## config.mk

```make
export PLATFORM = sky130hd
export DESIGN_NAME = reg_write_arbiter
export DESIGN_NICKNAME = d
export VERILOG_FILES = /design/src/rtl/reg_arb_pkg.sv /design/src/rtl/reg_wr_fifo.sv /design/src/rtl/reg_write_arbiter.sv
export SDC_FILE = /design/constraint.sdc
export NUM_CORES = 1
export LEC_CHECK = 0
export ABC_CLOCK_PERIOD_IN_PS = 5600
export CORE_UTILIZATION = 51
export CTS_CLUSTER_SIZE = 28
export DETAILED_ROUTE_END_ITERATION = 10
export HOLD_SLACK_MARGIN = 0.08
export PLACE_DENSITY = 0.78
export SLEW_MARGIN = 25
export SYNTH_ARGS = -nofsm -noshare
export SYNTH_HDL_FRONTEND = slang
export SYNTH_SLANG_ARGS = --single-unit
```

## constraint.sdc

```tcl
create_clock -name CLK -period 5.6 [get_ports CLK]
set_clock_uncertainty 0.2 [all_clocks]
set_input_delay 1.12 -clock CLK [delete_from_list [all_inputs] [get_ports CLK]]
set_output_delay 1.12 -clock CLK [all_outputs]
set_load 0.05 [all_outputs]
```

## src/rtl/reg_arb_pkg.sv

```systemverilog
// Shared types and defaults for the register-file write arbiter.
package reg_arb_pkg;

    localparam int DEF_ADDR_W = 5;
    localparam int DEF_DATA_W = 32;
    localparam int NUM_REGS   = 32;
    localparam logic [DEF_ADDR_W-1:0] ZERO_REG = 5'd0;

    typedef struct packed {
        logic [DEF_ADDR_W-1:0] wr_reg;
        logic [DEF_DATA_W-1:0] wr_data;
    } wb_req_t;

    typedef enum logic {
        PORT_ALU = 1'b0,
        PORT_MEM = 1'b1
    } port_e;

endpackage

```

## src/rtl/reg_wr_fifo.sv

```systemverilog
// Small per-requester writeback FIFO; exposes per-entry valid bits and
// destination registers so the top level can build the pending mask.
import reg_arb_pkg::*;

module reg_wr_fifo #(
    parameter int DEPTH  = 2,
    parameter int ADDR_W = DEF_ADDR_W,
    parameter int DATA_W = DEF_DATA_W
) (
    input  logic                          clk,
    input  logic                          rst,
    input  logic                          push,
    input  logic [ADDR_W-1:0]             push_reg,
    input  logic [DATA_W-1:0]             push_data,
    input  logic                          pop,
    output logic                          full,
    output logic                          empty,
    output logic [ADDR_W-1:0]             head_reg,
    output logic [DATA_W-1:0]             head_data,
    output logic [DEPTH-1:0]              entry_vld,
    output logic [DEPTH-1:0][ADDR_W-1:0]  entry_reg
);

    localparam int PTR_W = $clog2(DEPTH);

    logic [PTR_W:0]    wr_ptr_q, wr_ptr_d, rd_ptr_q, rd_ptr_d, count;
    logic [PTR_W-1:0]  wr_idx, rd_idx, offset;
    logic              push_ok, pop_ok;
    logic [ADDR_W-1:0] reg_mem_q  [DEPTH];
    logic [ADDR_W-1:0] reg_mem_d  [DEPTH];
    logic [DATA_W-1:0] data_mem_q [DEPTH];
    logic [DATA_W-1:0] data_mem_d [DEPTH];

    // Pointers carry one extra wrap bit so full and empty are distinguishable.
    assign wr_idx    = wr_ptr_q[PTR_W-1:0];
    assign rd_idx    = rd_ptr_q[PTR_W-1:0];
    assign count     = wr_ptr_q - rd_ptr_q;
    assign empty     = (wr_ptr_q == rd_ptr_q);
    assign full      = (count == (PTR_W+1)'(DEPTH));
    assign push_ok   = push && !full;
    assign pop_ok    = pop && !empty;
    assign head_reg  = reg_mem_q[rd_idx];
    assign head_data = data_mem_q[rd_idx];

    always_comb begin
        wr_ptr_d   = wr_ptr_q + (PTR_W+1)'(push_ok);
        rd_ptr_d   = rd_ptr_q + (PTR_W+1)'(pop_ok);
        reg_mem_d  = reg_mem_q;
        data_mem_d = data_mem_q;
        if (push_ok) begin
            reg_mem_d[wr_idx]  = push_reg;
            data_mem_d[wr_idx] = push_data;
        end
    end

    always_ff @(posedge clk or posedge rst) begin
        if (rst) begin
            wr_ptr_q <= '0;
            rd_ptr_q <= '0;
        end else begin
            wr_ptr_q <= wr_ptr_d;
            rd_ptr_q <= rd_ptr_d;
        end
    end

    always_ff @(posedge clk) begin
        reg_mem_q  <= reg_mem_d;
        data_mem_q <= data_mem_d;
    end

    // A slot is live when its distance from the read pointer is below the fill count.
    always_comb begin
        offset    = '0;
        entry_vld = '0;
        entry_reg = '0;
        for (int i = 0; i < DEPTH; i++) begin
            offset       = PTR_W'(i) - rd_idx;
            entry_vld[i] = ({1'b0, offset} < count);
            entry_reg[i] = reg_mem_q[i];
        end
    end

endmodule

```

## src/rtl/reg_write_arbiter.sv

```systemverilog
// Two-port writeback arbiter driving the single register-file write port.
// Define REG_ARB_ROUND_ROBIN_EN for alternating grants on contention.
import reg_arb_pkg::*;

module reg_write_arbiter #(
    parameter int DATA_W     = DEF_DATA_W,
    parameter int ADDR_W     = DEF_ADDR_W,
    parameter int FIFO_DEPTH = 2
) (
    input  logic                     CLK,
    input  logic                     reset,
    input  logic                     req0_valid,
    output logic                     req0_ready,
    input  logic [ADDR_W-1:0]        req0_reg,
    input  logic [DATA_W-1:0]        req0_data,
    input  logic                     req1_valid,
    output logic                     req1_ready,
    input  logic [ADDR_W-1:0]        req1_reg,
    input  logic [DATA_W-1:0]        req1_data,
    output logic                     regWrite,
    output logic [ADDR_W-1:0]        writeReg,
    output logic [DATA_W-1:0]        writeData,
    output logic [(1<<ADDR_W)-1:0]   pending,
    output logic                     idle
);

    localparam int NREG = 1 << ADDR_W;

    logic                               ready_en_q, ready_en_d;
    logic                               push0, push1, pop0, pop1;
    logic                               full0, full1, empty0, empty1;
    logic [ADDR_W-1:0]                  head_reg0, head_reg1;
    logic [DATA_W-1:0]                  head_data0, head_data1;
    logic [FIFO_DEPTH-1:0]              entry_vld0, entry_vld1;
    logic [FIFO_DEPTH-1:0][ADDR_W-1:0]  entry_reg0, entry_reg1;
    logic                               grant_vld;
    port_e                              grant_port;
    logic                               regWrite_q, regWrite_d;
    logic [ADDR_W-1:0]                  writeReg_q, writeReg_d;
    logic [DATA_W-1:0]                  writeData_q, writeData_d;
`ifdef REG_ARB_ROUND_ROBIN_EN
    port_e                              last_q, last_d;
`endif

    // Ready is held low through reset and comes up on the first clock after release.
    assign ready_en_d = 1'b1;
    assign req0_ready = ready_en_q && !full0;
    assign req1_ready = ready_en_q && !full1;
    // Writes to the hardwired zero register are accepted and silently dropped.
    assign push0 = req0_valid && req0_ready && (req0_reg != ADDR_W'(ZERO_REG));
    assign push1 = req1_valid && req1_ready && (req1_reg != ADDR_W'(ZERO_REG));

    reg_wr_fifo #(.DEPTH(FIFO_DEPTH), .ADDR_W(ADDR_W), .DATA_W(DATA_W)) u_fifo0 (
        .clk(CLK), .rst(reset), .push(push0), .push_reg(req0_reg), .push_data(req0_data),
        .pop(pop0), .full(full0), .empty(empty0), .head_reg(head_reg0),
        .head_data(head_data0), .entry_vld(entry_vld0), .entry_reg(entry_reg0)
    );

    reg_wr_fifo #(.DEPTH(FIFO_DEPTH), .ADDR_W(ADDR_W), .DATA_W(DATA_W)) u_fifo1 (
        .clk(CLK), .rst(reset), .push(push1), .push_reg(req1_reg), .push_data(req1_data),
        .pop(pop1), .full(full1), .empty(empty1), .head_reg(head_reg1),
        .head_data(head_data1), .entry_vld(entry_vld1), .entry_reg(entry_reg1)
    );

    always_comb begin
        grant_vld  = !empty0 || !empty1;
        grant_port = PORT_ALU;
        if (!empty0 && !empty1) begin
`ifdef REG_ARB_ROUND_ROBIN_EN
            grant_port = (last_q == PORT_ALU) ? PORT_MEM : PORT_ALU;
`else
            grant_port = PORT_MEM;
`endif
        end else if (!empty1) begin
            grant_port = PORT_MEM;
        end
    end

    assign pop0 = grant_vld && (grant_port == PORT_ALU);
    assign pop1 = grant_vld && (grant_port == PORT_MEM);

    always_comb begin
        regWrite_d  = grant_vld;
        writeReg_d  = '0;
        writeData_d = '0;
        if (pop1) begin
            writeReg_d  = head_reg1;
            writeData_d = head_data1;
        end else if (pop0) begin
            writeReg_d  = head_reg0;
            writeData_d = head_data0;
        end
    end

    always_ff @(posedge CLK or posedge reset) begin
        if (reset) begin
            ready_en_q  <= 1'b0;
            regWrite_q  <= 1'b0;
            writeReg_q  <= '0;
            writeData_q <= '0;
        end else begin
            ready_en_q  <= ready_en_d;
            regWrite_q  <= regWrite_d;
            writeReg_q  <= writeReg_d;
            writeData_q <= writeData_d;
        end
    end

`ifdef REG_ARB_ROUND_ROBIN_EN
    assign last_d = grant_vld ? grant_port : last_q;

    always_ff @(posedge CLK or posedge reset) begin
        if (reset) last_q <= PORT_ALU;
        else       last_q <= last_d;
    end
`endif

    assign regWrite  = regWrite_q;
    assign writeReg  = writeReg_q;
    assign writeData = writeData_q;
    assign idle      = empty0 && empty1 && !regWrite_q;

    always_comb begin
        pending = '0;
        for (int i = 0; i < FIFO_DEPTH; i++) begin
            if (entry_vld0[i]) pending[entry_reg0[i]] = 1'b1;
            if (entry_vld1[i]) pending[entry_reg1[i]] = 1'b1;
        end
        if (regWrite_q) pending[writeReg_q] = 1'b1;
    end

    logic unused_nreg;
    assign unused_nreg = (NREG == 0);

endmodule

```

# [Word level (Yosys, flattened, before mapping)]
# Cells that the tools add are included.
[classes] addsub=10 n_lt_le_gt_ge=20 n_eq_ne=4 mux=45 bitwise=9 n_reduce_logical=30
[ops] op="two-way mux 32 bit" count=15
[ops] op="bitwise mux 64 bit" count=2
[ops] op="bitwise OR 32 bit" count=4
[ops] op="demux 32 bit (select 1 bit)" count=2
[ops] op="two-way mux 5 bit" count=10
[ops] op="less-than comparator 5 x 6 -> 1 bit, second input constant" count=5
[ops] op="demux 1 bit (select 5 bit)" count=5
[ops] op="greater-or-equal comparator 5 x 1 -> 1 bit, second input constant" count=5
[ops] op="logical AND 1 bit" count=22
[ops] op="bitwise mux 10 bit" count=2
[ops] op="demux 5 bit (select 1 bit)" count=2
[ops] op="nonzero test 5 bit" count=2
[ops] op="adder 2 x 1 -> 2 bit" count=4
[ops] op="greater-or-equal comparator 2 bit, second input constant" count=4
[ops] op="less-than comparator 1 x 2 -> 1 bit" count=4
[ops] op="inverter 1 -> 2 bit" count=4
[ops] op="two-way mux 1 bit" count=7
[ops] op="logical NOT 1 bit" count=5
[ops] op="equality test 2 bit" count=2
[ops] op="equality test 2 bit, second input constant" count=2
[ops] op="less-than comparator 2 x 1 -> 1 bit, second input constant" count=2
[ops] op="subtractor 1 bit, first input constant" count=4
[ops] op="subtractor 2 bit" count=2
[ops] op="logical OR 1 bit" count=1
[ops] op="inverter 1 bit" count=1
[word_totals] register_bits=195 in_bits=78 out_inout_bits=73 elab_cells=134

# [Longest topological paths before layout]
[logic_depth] word_depth=13 depth_mapped=11 mapped_depth_nobuf=9

# [Modules after synthesis]
# Synthesis repeated with hierarchy kept, for this count alone.
[hier_totals] cells_unflattened=601 hier_area_um2=8913.5
[modules_own_cells] mod="reg_wr_fifo" n_inst=2 cells_per_inst=140 area_each_um2=3007.9 seq_area_each_um2=2322.2
[modules_own_cells] mod="reg_write_arbiter" n_inst=1 cells_per_inst=321 area_each_um2=2897.8 seq_area_each_um2=975.9

# [Worst setup path before layout]
# No wires, ideal clock.
[synth_path] kind="reg2reg" start="register u_fifo1.rd_ptr_q[0]" end="register u_fifo1.data_mem_q[0] (netlist name) (enable)" setup_ps=399 t_arrival_ps=3723 required_ps=5001 path_slack_ps=1278 path_stages_with_launch=9 n_path_buf=2 period_less_slack_ps=4322 cell_sequence="dfrtp_1 > buf_4 > buf_2 > inv_1 > ha_1 > a21boi_0 > nand2_1 > a21oi_1 > ha_1"
[synth_between] elab_chain_cells=7
[synth_rtl] item="start, declared" line_no="reg_wr_fifo.sv:26" text="logic [PTR_W:0] wr_ptr_q, wr_ptr_d, rd_ptr_q, rd_ptr_d, count;"
[synth_rtl] item="start signal, assigned" line_no="reg_wr_fifo.sv:62" text="rd_ptr_q <= rd_ptr_d;"
[synth_rtl] item="subtractor 2 bit" line_no="reg_wr_fifo.sv:37" text="assign count = wr_ptr_q - rd_ptr_q;"
[synth_rtl] item="equality test 2 bit" line_no="reg_wr_fifo.sv:39" text="assign full = (count == (PTR_W+1)'(DEPTH));"
[synth_rtl] item="logical NOT 1 bit" line_no="reg_write_arbiter.sv:48" text="assign req1_ready = ready_en_q && !full1;"
[synth_rtl] item="logical AND 1 bit" line_no="reg_write_arbiter.sv:48"
[synth_rtl] item="named net req1_ready" line_no="reg_write_arbiter.sv:17" text="output logic req1_ready,"
[synth_rtl] item="logical AND 1 bit (2 in series)" line_no="reg_write_arbiter.sv:51" text="assign push1 = req1_valid && req1_ready && (req1_reg != ADDR_W'(ZERO_REG));"
[synth_rtl] item="logical AND 1 bit" line_no="reg_wr_fifo.sv:40" text="assign push_ok = push && !full;"
[synth_rtl] item="end signal, assigned" line_no="reg_wr_fifo.sv:68" text="data_mem_q <= data_mem_d;"
[synth_rtl] item="end, declared" line_no="reg_wr_fifo.sv:31" text="logic [DATA_W-1:0] data_mem_q [DEPTH];"
# The timed path passes the listed nets, and every way through them passes these cells.
# A chain may end at the register's enable or synchronous reset.

# [Worst setup path in the final report]
[layout_path] start="register u_fifo0.rd_ptr_q[1]" end="output port pending[0]"
[layout_between] elab_chain_cells=11 elab_cells_between_ends=12 cone_classes="add/sub (1); order compare (2); mux (5); bitwise (4)"
[layout_rtl] item="start, declared" line_no="reg_wr_fifo.sv:26"
[layout_rtl] item="start signal, assigned" line_no="reg_wr_fifo.sv:62"
[layout_rtl] item="subtractor 2 bit *" line_no="reg_wr_fifo.sv:37"
[layout_rtl] item="less-than comparator 1 x 2 -> 1 bit" line_no="reg_wr_fifo.sv:78" text="entry_vld[i] = ({1'b0, offset} < count);"
[layout_rtl] item="two-way mux 32 bit" line_no="reg_write_arbiter.sv:126" text="if (entry_vld0[i]) pending[entry_reg0[i]] = 1'b1;"
[layout_rtl] item="bitwise OR 32 bit (no line)"
[layout_rtl] item="two-way mux 32 bit" line_no="reg_write_arbiter.sv:127" text="if (entry_vld1[i]) pending[entry_reg1[i]] = 1'b1;"
[layout_rtl] item="bitwise OR 32 bit (no line)"
[layout_rtl] item="two-way mux 32 bit *" line_no="reg_write_arbiter.sv:126"
[layout_rtl] item="bitwise OR 32 bit (no line)"
[layout_rtl] item="two-way mux 32 bit *" line_no="reg_write_arbiter.sv:127"
[layout_rtl] item="bitwise OR 32 bit (no line)"
[layout_rtl] item="two-way mux 32 bit *" line_no="reg_write_arbiter.sv:129" text="if (regWrite_q) pending[writeReg_q] = 1'b1;"
[layout_rtl] item="end, declared" line_no="reg_write_arbiter.sv:23" text="output logic [(1<<ADDR_W)-1:0] pending,"
# Mark *: on every way between the ends. The rest lies on a longest branch, timed or not.

==> metrics.txt <==
# TYPE chip_impl_metric gauge
chip_impl_info{name="status",value="finished clean"} 1
chip_impl_metric{name="ys.warnings.count",unit=""} 0
chip_impl_metric{name="max_cap_violations",unit=""} 0
chip_impl_info{name="synth_largest_area_cell",value="edfxtp_1"} 1
chip_impl_metric{name="placedInstanceArea",unit="sq um"} 10300
chip_impl_metric{name="route.vias.total",unit=""} 5857
chip_impl_metric{name="dieArea",unit="sq um"} 17400
chip_impl_metric{name="viasPerCell",unit=""} 6.03
chip_impl_metric{name="ioPinCount",unit=""} 151
chip_impl_metric{name="power.sequential.fraction",unit="%"} 32.3
chip_impl_info{name="critPathCaptureType",value="primary output"} 1
chip_impl_metric{name="wl_per_cell",unit="um"} 22.9
chip_impl_metric{name="setup_slack",unit="ns"} 0.927
chip_impl_metric{name="antennaDiodeCount",unit=""} 0
chip_impl_metric{name="placed_instances",unit=""} 939
chip_impl_metric{name="share_of_power_burned_in_the_clock_network",unit="%"} 18.6
chip_impl_info{name="holdCritPathClass",value="register to register"} 1
chip_impl_metric{name="finalSetupViolCount",unit=""} 0
chip_impl_metric{name="globalRoute.totalOverflow",unit=""} 0
chip_impl_metric{name="cts_repair_resize_count",unit=""} 0
chip_impl_metric{name="cp_data_required_time",unit="ns"} 4.28
chip_impl_metric{name="postSynthCellCount",unit=""} 591
chip_impl_metric{name="sw_share",unit="%"} 43.5
chip_impl_metric{name="ys_ff_latch",unit=""} 195
chip_impl_metric{name="cts_buffer_depth",unit=""} 2
chip_impl_metric{name="final_layout_size_suffix_gt1_share",unit="%"} 10.1
chip_impl_info{name="cts_tree",value="built"} 1
chip_impl_metric{name="worst_setup_hold_path_clk_slew",unit="ns"} 0.07
chip_impl_metric{name="place.port_buffers",unit=""} 150
chip_impl_metric{name="layout_fillers",unit=""} 1177
chip_impl_metric{name="die_height",unit="um"} 132
chip_impl_metric{name="worst_ep_arrival_time",unit="ns"} 3.35
chip_impl_metric{name="finalCriticalPeriod",unit="ns"} 4.67
chip_impl_metric{name="finalPower",unit="mW"} 6.72
chip_impl_metric{name="timing.final.crit_share",unit="%"} 83.4
chip_impl_metric{name="post-route-cell-area",unit="sq um"} 11000
chip_impl_metric{name="stdcell_count",unit=""} 971
chip_impl_metric{name="clock_insertion_delay_worst_skew",unit="ns"} 0.43
chip_impl_metric{name="design.final.nets",unit=""} 828
chip_impl_metric{name="p_int",unit="mW"} 3.80
chip_impl_metric{name="worst-slew-pin-transition",unit="ns"} 0.931
chip_impl_metric{name="core-area",unit="sq um"} 16500
chip_impl_metric{name="synth_cell_type_count",unit=""} 34
chip_impl_metric{name="tritoncts_sinks",unit=""} 195
chip_impl_metric{name="cts_buffers",unit=""} 17
chip_impl_metric{name="setup_fix_bufs_post_cts",unit=""} 0
chip_impl_metric{name="grt_pass1_wl",unit="um"} 34600
chip_impl_metric{name="leakage_power_figure",unit="nW"} 4.05
chip_impl_metric{name="final_core_utilization",unit="%"} 66.3
chip_impl_metric{name="drt-initial-drc-count",unit=""} 439
chip_impl_metric{name="timing.slew.headroom",unit="%"} 37.5
chip_impl_info{name="synth.top_cells.by_area",value="edfxtp_1 (52%), dfrtp_1 (14%), mux2i_1 (8.6%)"} 1
chip_impl_metric{name="number_of_slew_limit_violations_in_the_final_report",unit=""} 0
chip_impl_metric{name="grt_max_degree",unit=""} 48
chip_impl_metric{name="fin_tns_setup",unit="ns"} 0
chip_impl_metric{name="clock_tree.htree_level_count",unit=""} 4
chip_impl_metric{name="netlist.area_leader.share",unit="%"} 51.6
chip_impl_metric{name="post-place-ws",unit="ns"} 1.41
chip_impl_metric{name="grtUsageTotal",unit="%"} 26.6
chip_impl_metric{name="starting_density_of_the_core",unit="%"} 52.1
chip_impl_metric{name="cts_hold_buffers",unit=""} 0
chip_impl_metric{name="hold_slack",unit="ns"} 0.311
chip_impl_metric{name="hold_viol_final",unit=""} 0
chip_impl_metric{name="power-per-cell-area",unit="nW/um^2"} 613
chip_impl_metric{name="core.rowCount",unit=""} 47
chip_impl_metric{name="synthesized_netlist_net_count",unit=""} 681
chip_impl_metric{name="synth_sequential_area_ratio",unit="%"} 65.3
chip_impl_metric{name="count_of_antenna_violating_nets_left_after_detailed_routing",unit=""} 0
chip_impl_metric{name="worst-path-max-fanout",unit=""} 8
chip_impl_metric{name="max_freq",unit="MHz"} 214
chip_impl_info{name="clock-root-buffer",value="clkbuf_16"} 1
chip_impl_info{name="rsz0062_at_grt",value="false"} 1
chip_impl_metric{name="area_growth_syn_to_layout",unit="%"} 27.3
chip_impl_metric{name="dp.final_hpwl",unit="um"} 14800
chip_impl_metric{name="total_switching_power",unit="mW"} 2.93
chip_impl_metric{name="die_x",unit="um"} 132
chip_impl_metric{name="number_of_enable_type_register_cells_in_the_synthesized_netlist",unit=""} 148
chip_impl_metric{name="grt_antenna_before_repair",unit=""} 0
chip_impl_metric{name="place_congestion",unit=""} 1.02
chip_impl_metric{name="drt-pass1-iter-count",unit=""} 5
chip_impl_info{name="most_used_flip_flop_cell_after_synthesis",value="edfxtp_1"} 1
chip_impl_metric{name="postSynthAreaPerCell",unit="sq um"} 14.6
chip_impl_metric{name="synth.cell_area",unit="sq um"} 8610
chip_impl_info{name="cp-start-kind",value="register"} 1
chip_impl_metric{name="vias_in_the_first_global_route",unit=""} 6218
chip_impl_metric{name="post-route-drc-count",unit=""} 0
chip_impl_metric{name="wirelength",unit="um"} 22200
chip_impl_metric{name="irDropWorstVdd",unit="V"} 0.000479
chip_impl_metric{name="share_comb_of_total_power",unit="%"} 49.0
chip_impl_info{name="path_class",value="register to primary output"} 1
chip_impl_metric{name="ys_async_sr_fraction",unit="%"} 24.1
==> worst max-delay path, cell delays in order, from the launching register on <==
cell and delay, ns:
dfrtp_1 0.40, xor2_1 0.25, inv_1 0.11, ha_1 0.27, nor3_1 0.73, a22oi_1 0.16, nand4_1 0.19, clkdlybuf4s50_1 0.83
==> synth_stat cells (3+ instances only) <==
library cell,instances
and3_1,6
o22ai_1,18
nand4_1,24
nand3b_1,32
ha_1,12
buf_4,3
nand3_1,25
inv_1,12
dfrtp_1,47
edfxtp_1,148
nor3b_2,5
clkbuf_1,12
mux2i_1,74
xor2_1,5
nand2_1,34
nor3_1,9
o22ai_2,19
and3b_1,19
a22oi_1,40
nor3b_1,15
buf_6,4
buf_2,10
==> path summary, 6_finish.rpt <==
check	from	to	slack [ns]	depth (start not counted)
worst min-delay path	u_fifo0.wr_ptr_q[1]	u_fifo0.wr_ptr_q[1]	0.31	1
worst max-delay path	u_fifo0.rd_ptr_q[1]	pending[0]	0.93	7
worst min register to register	u_fifo0.wr_ptr_q[1]	u_fifo0.wr_ptr_q[1]	0.31	1
worst max register to register	u_fifo0.rd_ptr_q[0]	u_fifo0.data_mem_q[16]	2.10	7
max in group asynchronous	reset	u_fifo1.rd_ptr_q[0]	3.78	2
min in group asynchronous	reset	writeData[6]	0.95	2
==> logic make-up after synthesis <==
kind of cell               synth area share, %
other                                   0.0435
muxes                                     8.60
DFF                                       65.3
buffers and inverters                     2.46
adders and majority gates                 1.74
AOI/OAI and AO/OA                         8.57
and+or+nand+nor                           12.6
xor gates and xnor gates                 0.697
==> layout make-up <==
cell class / count / area (sq um) / share of cell area (%)
Sequential cell: 195 / 5620 / 51.3
Multi-Input combinational cell: 354 / 2840 / 25.9
Timing Repair Buffer: 157 / 1550 / 14.2
Clock buffer: 17 / 425 / 3.88
Tap cell: 220 / 275 / 2.51
Clock inverter: 15 / 199 / 1.81
Inverter: 13 / 51.3 / 0.468
==> metal layers <==
layer  vias up  track usage (%)  wire [um]
met5         -                0          0
li1       2614                -          -
met1      2896             32.9       8830
met2       303             44.2      11200
met4         0             13.2        783
met3        44             5.88       1420
==> layout by cell type, fill, tap and decap left out, types with 2 or more instances in the layout <==
master / count
a21boi_0: 2
a21oi_1: 2
a22oi_1: 40
and3_1: 6
and3b_1: 19
buf_4: 6
bufinv_16: 3
clkbuf_16: 17
clkdlybuf4s50_1: 150
clkinv_2: 2
clkinv_4: 4
dfrtp_1: 45
dfrtp_2: 2
edfxtp_1: 148
ha_1: 8
ha_4: 4
inv_1: 11
inv_6: 2
inv_8: 2
mux2i_1: 74
nand2_1: 34
nand3_1: 25
nand3b_1: 32
nand4_1: 24
nor2_1: 2
nor3_1: 8
nor3b_1: 15
nor3b_2: 5
o211a_1: 2
o21a_1: 2
o21ba_2: 2
o22ai_1: 18
o22ai_2: 19
xor2_1: 5
==> power by group through the flow <==
| stage | Clock [mW] | Combinational [mW] | Sequential [mW] |
|---|---|---|---|
| after floorplan | 0 | 1.82 | 2.62 |
| after global placement | 0 | 3.19 | 2.18 |
| after detailed placement | 0 | 3.25 | 2.19 |
| after CTS | 1.27 | 3.27 | 2.17 |
| after global routing | 1.32 | 3.48 | 2.21 |
| final | 1.25 | 3.30 | 2.17 |
Power figures use the tool's default switching activity.
